$ cat config.mk
export PLATFORM = sky130hd
export DESIGN_NAME = conv_sequencer
export DESIGN_NICKNAME = d
export VERILOG_FILES = /design/src/rtl/conv_sequencer.sv
export SDC_FILE = /design/constraint.sdc
export NUM_CORES = 1
export LEC_CHECK = 0
export BUFFER_PORTS_ARGS = -buffer_cell sky130_fd_sc_hd__buf_4
export CAP_MARGIN = 10
export CELL_PAD_IN_SITES_DETAIL_PLACEMENT = 1
export CELL_PAD_IN_SITES_GLOBAL_PLACEMENT = 2
export CORE_ASPECT_RATIO = 0.75
export CORE_MARGIN = 2
export CORE_UTILIZATION = 39
export DETAILED_ROUTE_END_ITERATION = 10
export PLACE_DENSITY_LB_ADDON = 0.1
export SLEW_MARGIN = 25
export SYNTH_ARGS = -nofsm -noshare
export SYNTH_HDL_FRONTEND = slang
export SYNTH_SLANG_ARGS = --single-unit
export TNS_END_PERCENT = 50
$ cat constraint.sdc
create_clock -name clk -period 9.29 [get_ports clk]
set_input_delay 1.858 -clock clk [delete_from_list [all_inputs] [get_ports clk]]
set_output_delay 1.858 -clock clk [all_outputs]
set_load 0.03 [all_outputs]
$ cat src/rtl/conv_sequencer.sv
// conv_sequencer: sliding-window dot product over a snapshotted frame.
// A single DATA_W x DATA_W multiplier is time-shared across the taps. Each
// window result is presented on a valid/ready output before the next window
// is computed.
module conv_sequencer #(
  parameter int unsigned DATA_W  = 8,
  parameter int unsigned TAPS    = 4,
  parameter int unsigned SAMPLES = 16
) (
  input  logic                      clk,
  input  logic                      rst,
  input  logic                      start,
  input  logic                      abort,
  input  logic [TAPS*DATA_W-1:0]    weights,
  input  logic [SAMPLES*DATA_W-1:0] data,
  input  logic                      out_ready,
  output logic                      out_valid,
  output logic [17:0]               out_data,
  output logic [3:0]                out_index,
  output logic                      busy,
  output logic                      done
);

  localparam int unsigned KW = (TAPS > 1) ? $clog2(TAPS) : 1;
  localparam int unsigned IW = (SAMPLES > 1) ? $clog2(SAMPLES) : 1;
  localparam int unsigned PW = 2 * DATA_W;

  localparam logic [KW-1:0] LastK = KW'(TAPS - 1);
  localparam logic [IW-1:0] LastW = IW'(SAMPLES - TAPS);

  typedef enum logic [1:0] {
    StIdle,
    StMac,
    StEmit,
    StDone
  } state_e;

  state_e                    r_state, w_state_nxt;
  logic [TAPS*DATA_W-1:0]    r_weights, w_weights_nxt;
  logic [SAMPLES*DATA_W-1:0] r_data, w_data_nxt;
  logic [17:0]               r_acc, w_acc_nxt;
  logic [IW-1:0]             r_w, w_w_nxt;
  logic [KW-1:0]             r_k, w_k_nxt;
  logic [17:0]               r_out_data, w_out_data_nxt;
  logic [3:0]                r_out_index, w_out_index_nxt;

  logic [IW:0]               w_sidx;
  logic [DATA_W-1:0]         w_sample;
  logic [DATA_W-1:0]         w_tap;
  logic [PW-1:0]             w_prod;
  logic [17:0]               w_acc_sum;

  // Operand select and the shared multiplier for the current (w, k) step.
  always_comb begin
    w_sidx    = {1'b0, r_w} + (IW + 1)'(r_k);
    w_sample  = r_data[w_sidx * DATA_W +: DATA_W];
    w_tap     = r_weights[r_k * DATA_W +: DATA_W];
    w_prod    = w_sample * w_tap;
    w_acc_sum = r_acc + 18'(w_prod);
  end

  // Next-state and datapath updates; abort overrides everything outside IDLE.
  always_comb begin
    w_state_nxt     = r_state;
    w_weights_nxt   = r_weights;
    w_data_nxt      = r_data;
    w_acc_nxt       = r_acc;
    w_w_nxt         = r_w;
    w_k_nxt         = r_k;
    w_out_data_nxt  = r_out_data;
    w_out_index_nxt = r_out_index;

    unique case (r_state)
      StIdle: begin
        if (start) begin
          w_weights_nxt = weights;
          w_data_nxt    = data;
          w_acc_nxt     = '0;
          w_w_nxt       = '0;
          w_k_nxt       = '0;
          w_state_nxt   = StMac;
        end
      end
      StMac: begin
        w_acc_nxt = w_acc_sum;
        if (r_k == LastK) begin
          // Latch the finished sum so the output survives the acc clear.
          w_out_data_nxt  = w_acc_sum;
          w_out_index_nxt = 4'(r_w);
          w_state_nxt     = StEmit;
        end else begin
          w_k_nxt = r_k + KW'(1);
        end
      end
      StEmit: begin
        if (out_ready) begin
          if (r_w == LastW) begin
            w_state_nxt = StDone;
          end else begin
            w_w_nxt     = r_w + IW'(1);
            w_acc_nxt   = '0;
            w_k_nxt     = '0;
            w_state_nxt = StMac;
          end
        end
      end
      StDone: begin
        w_state_nxt = StIdle;
      end
      default: begin
        w_state_nxt = StIdle;
      end
    endcase

    if (abort && (r_state != StIdle)) begin
      w_state_nxt = StIdle;
      w_acc_nxt   = '0;
    end
  end

  // State and datapath registers, all cleared asynchronously by rst.
  always_ff @(posedge clk or posedge rst) begin
    if (rst) begin
      r_state     <= StIdle;
      r_weights   <= '0;
      r_data      <= '0;
      r_acc       <= '0;
      r_w         <= '0;
      r_k         <= '0;
      r_out_data  <= '0;
      r_out_index <= '0;
    end else begin
      r_state     <= w_state_nxt;
      r_weights   <= w_weights_nxt;
      r_data      <= w_data_nxt;
      r_acc       <= w_acc_nxt;
      r_w         <= w_w_nxt;
      r_k         <= w_k_nxt;
      r_out_data  <= w_out_data_nxt;
      r_out_index <= w_out_index_nxt;
    end
  end

  // Status outputs decode straight from the state so reset clears them at once.
  always_comb begin
    out_valid = (r_state == StEmit);
    busy      = (r_state != StIdle);
    done      = (r_state == StDone);
    out_data  = r_out_data;
    out_index = r_out_index;
  end

endmodule

==> results by stage <==
Outcome:
- The flow ran to the end, and the final reports show no timing, DRC or antenna violations.

Clock network:
- The deepest clock path buffer count is 3.
- The number of clock sinks is 208.
- CTS built an H-tree with a depth of 1.
- The count of buffers added by post-CTS timing repair for setup is 0.
- Buffers inserted to repair hold after CTS numbered 0.
- The number of clock buffers inserted by TritonCTS is 23.
- The later pin in the worst-skew pair is clocked with a latency of 0.54 ns.
- TritonCTS built the clock tree.
- The clock slew seen by the registers of the worst setup and hold paths is 0.07 ns.
- CTS placed an instance of clkbuf_16 at the clock tree root.
- The count of cells resized by post-cts repair is 0.

Synthesis:
- After synthesis the netlist holds a flip-flop and latch count of 208.
- The synthesized netlist cell count is 974.
- After Yosys synthesis, XOR and XNOR cells account for 1.33% of the synthesized area.
- The multiplexer share of the synthesized area is 23.8%.
- The synthesized netlist occupies a cell area of 12100 µm².
- The synthesized netlist devotes 8.64% of its cell area to simple gates.
- After synthesis, flip-flops and latches occupy 42.9% of the total area.
- After synthesis, the largest family of logic cells by area is multiplexers.
- After Yosys synthesis, full adders, half adders and majority gates account for 13.1% of the synthesized area.
- The mean instance size in the synthesized netlist is 12.5 µm².
- The number of distinct library cells after synthesis is 53.
- The synthesized netlist devotes 4.99% of its cell area to compound gates.
- The number of synthesis warnings is 0.
- The number of nets handed over by synthesis was 1235.

Route:
- For this block, the routed nets add up to 32.4 mm of wire.
- The count of nets left with antenna violations after detail routing is 0.
- The routed wire length per instance is 20.7 µm.
- After detailed routing, the number of remaining DRC violations is 0.
- The overall via count from detail_route is 8090.
- The first-iteration detailed-routing DRC count is 301.
- The detailed-routing iteration count for the pre-antenna-repair pass is 4.
- Using the TritonRoute via totals, the vias-per-cell ratio works out to 5.18.

Timing:
- The final number of hold-violating endpoints came to 0.
- Setup repair after global routing left no endpoint under its margin.
- Setup violations remaining at the end of the flow were counted as 0.
- The final worst-path cycle share is 83.3%.
- The headroom to the max-slew limit is 34.0%.
- The smallest clock period supported by the final layout is computed as 7.74 ns.
- Summed over all failing endpoints, the final setup total negative slack is 0 ns.
- The worst-margin pin slew is 0.987 ns.
- The number of max-slew violations in the final report was 0.
- The clock skew is 0.0242 ns.
- The highest clock frequency the design can meet is 129 MHz.

Hold path:
- The type of the worst min-delay path is reg2reg.

Global route:
- The number of global-route vias before repair is 8825.
- The first global-routing pass estimated 52.3 mm of wire.
- The number of antenna violations at the first check in global routing is 0.
- The global route total overflow is 0.
- Global routing consumed, over all layers together, 20.7% of the routing resources.
- The pin count of the biggest net entering global routing is 143.

Floorplan:
- The die height is 157 µm.
- The number of ports placed on the die boundary is 190.
- The die outline area is 32500 µm².
- The standard-cell row count is 55.
- Measured along the x axis, the die boundary spans 208 µm.
- The floorplan step defined a core boundary enclosing 30400 µm².
- The initial utilization of the core area, before any placement, comes to 39.9%.

Cells and area:
- The final layout contains 1408 nets.
- The share of final-layout standard cells stronger than drive strength 1 is 39.5%.
- The area overhead of the layout relative to synthesis is 21.0%.
- The top cell types in the final layout, fill and taps aside, are dfrtp_1 (208), buf_4 (196), mux2_2 (167).
- 0 antenna diodes ended up in the layout.
- The library cell used most frequently in the layout, excluding fill and tap cells, is dfrtp_1.
- The final-layout fill cell count is 3224.

Worst setup path:
- Of all nets on the critical path, the largest fanout is 15.
- For the worst setup path, the data arrival time is 8.17 ns.
- The cell repeated most along the worst path is fa_1.
- The kind of launch point of the worst setup path is a register.
- The critical path is of the reg2reg type.
- At the worst endpoint, the required time is 9.72 ns.
- On the worst path, the slowest cell contributes a delay of 0.58 ns.
- Walking the worst path, the cells encountered are ha_2, fa_1, xor2_2, buf_4, mux4_2, nor2b_1, a211oi_1, a31oi_1, and2_1, fa_1, fa_1, fa_1, inv_1, fa_1, inv_1, ha_1, a21o_1, a31o_1, a221o_1, a31oi_4, xnor3_1, mux2_4.
- The master of the slowest instance on the critical path is dfrtp_1.
- The kind of end point of the critical path is a register.

Flow run:
- Max-cap violations in this run came to 0.

Place:
- The detailed placement HPWL is 24.1 mm.
- The number of port buffers is 189.
- The final weighted congestion in routability-driven placement is 0.783.
[cell families (layout without fill, tap and decap cells)]
logic type / count (synthesis) / after routing
mux: 219 / 219
simple gates: 210 / 210
flops: 208 / 208
buf+inv: 144 / 334
fa+ha+maj: 96 / 96
compound gates: 81 / 81
xor+xnor: 16 / 16
[Yosys cell counts, drive strengths merged]
cell       n  area, µm²
dfrtp    208       5200
mux2     168       1900
inv       95        357
nand2     90        338
and2      52        325
fa        51       1020
ha        45        563
buf       39        248
mux4      38        856
nor2      17       63.8
a22o      15        131
nor2b     14       87.6
mux2i     13        134
a21oi     12       60.1
o21ai     12       60.1
a21o      10       77.6
a31oi     10       83.8
clkbuf    10       37.5
a211oi     9       72.6
nor3b      9       67.6
xnor2      9       86.3
nand3      8       40.0
xor2       6       52.6
and3       5       33.8
nor3       5       25.0
nand4      4       25.0
a221oi     3       26.3
a221o      2       20.0
nand3b     2       15.0
o211a      2       20.0
o22ai      2       12.5
a2111oi    1       15.0
a21bo      1       10.0
a31o       1       8.76
nand2b     1       6.26
nand4b     1       8.76
o21a       1       7.51
or2        1       6.26
or3        1       6.26
xnor3      1       22.5
[per-layer routing]
layer,part of all wire (%),global-route usage (%),routed length (µm),vias up
met4,1.3,3.34,417,0
met5,0,0,0,-
met1,50,31.6,16200,4225
met3,4.2,3.55,1360,31
met2,44,31.5,14400,148
li1,-,-,-,3686
[critical path: cells and delay by family (launching register included)]
family	cells	cell delay [ns]
AOI/OAI and AO/OA	6	1.57
xor gates and xnor gates	2	0.65
adders and majority gates	7	3.30
buffers and inverters	3	0.45
DFF	1	0.58
muxes	2	0.61
and+or+nand+nor	2	0.46
[sequential cells by signal, summed over array words and instances (netlist names)]
name and count:
r_weights 32, r_state 2, r_data 128, r_k 2, r_acc 18, r_w 4, out_data 18, out_index 4
[worst paths after layout]
kind | slack, ns | start | end | depth (start not counted)
setup / recovery | 1.55 | r_k[0] | out_data[17] | 22
hold / removal | 0.48 | out_data[3] | out_data[3] | 2
setup reg to reg | 1.55 | r_k[0] | out_data[17] | 22
hold reg to reg | 0.48 | out_data[3] | out_data[3] | 2
max in group asynchronous | 6.41 | rst | out_data[11] | 3
min in group asynchronous | 1.43 | rst | r_data[96] | 2
[per-stage QoR]
| step | cells | hold slack [ns] | instance area [µm²] | setup WS (ns) | util (%) |
|---|---|---|---|---|---|
| after floorplan | 974 | 0.449 | 12100 | 1.75 | - |
| after global placement | 1520 | 0.464 | 13900 | 1.59 | 45.6 |
| after detailed placement | 1521 | 0.470 | 13900 | 1.52 | 45.6 |
| after CTS | 1563 | 0.486 | 14700 | 1.51 | 48.2 |
| after global routing | 1563 | 0.506 | 14700 | 1.17 | 48.3 |
| final | 1563 | 0.478 | 14700 | 1.55 | 48.3 |
[final cells by class]
cell class                 count  area [µm²]  area share, %
multi-input combinational    622        6340           43.2
sequential                   208        5200           35.5
timing repair buffer         197        1480           10.1
clock buffer                  34         687           4.68
tap                          399         499           3.40
inverter                      95         369           2.51
clock inverter                 8        96.3          0.656
Power is left out: the tool's default activity adds up to more than one toggle a clock period on the data nets, which glitch-free logic cannot reach.
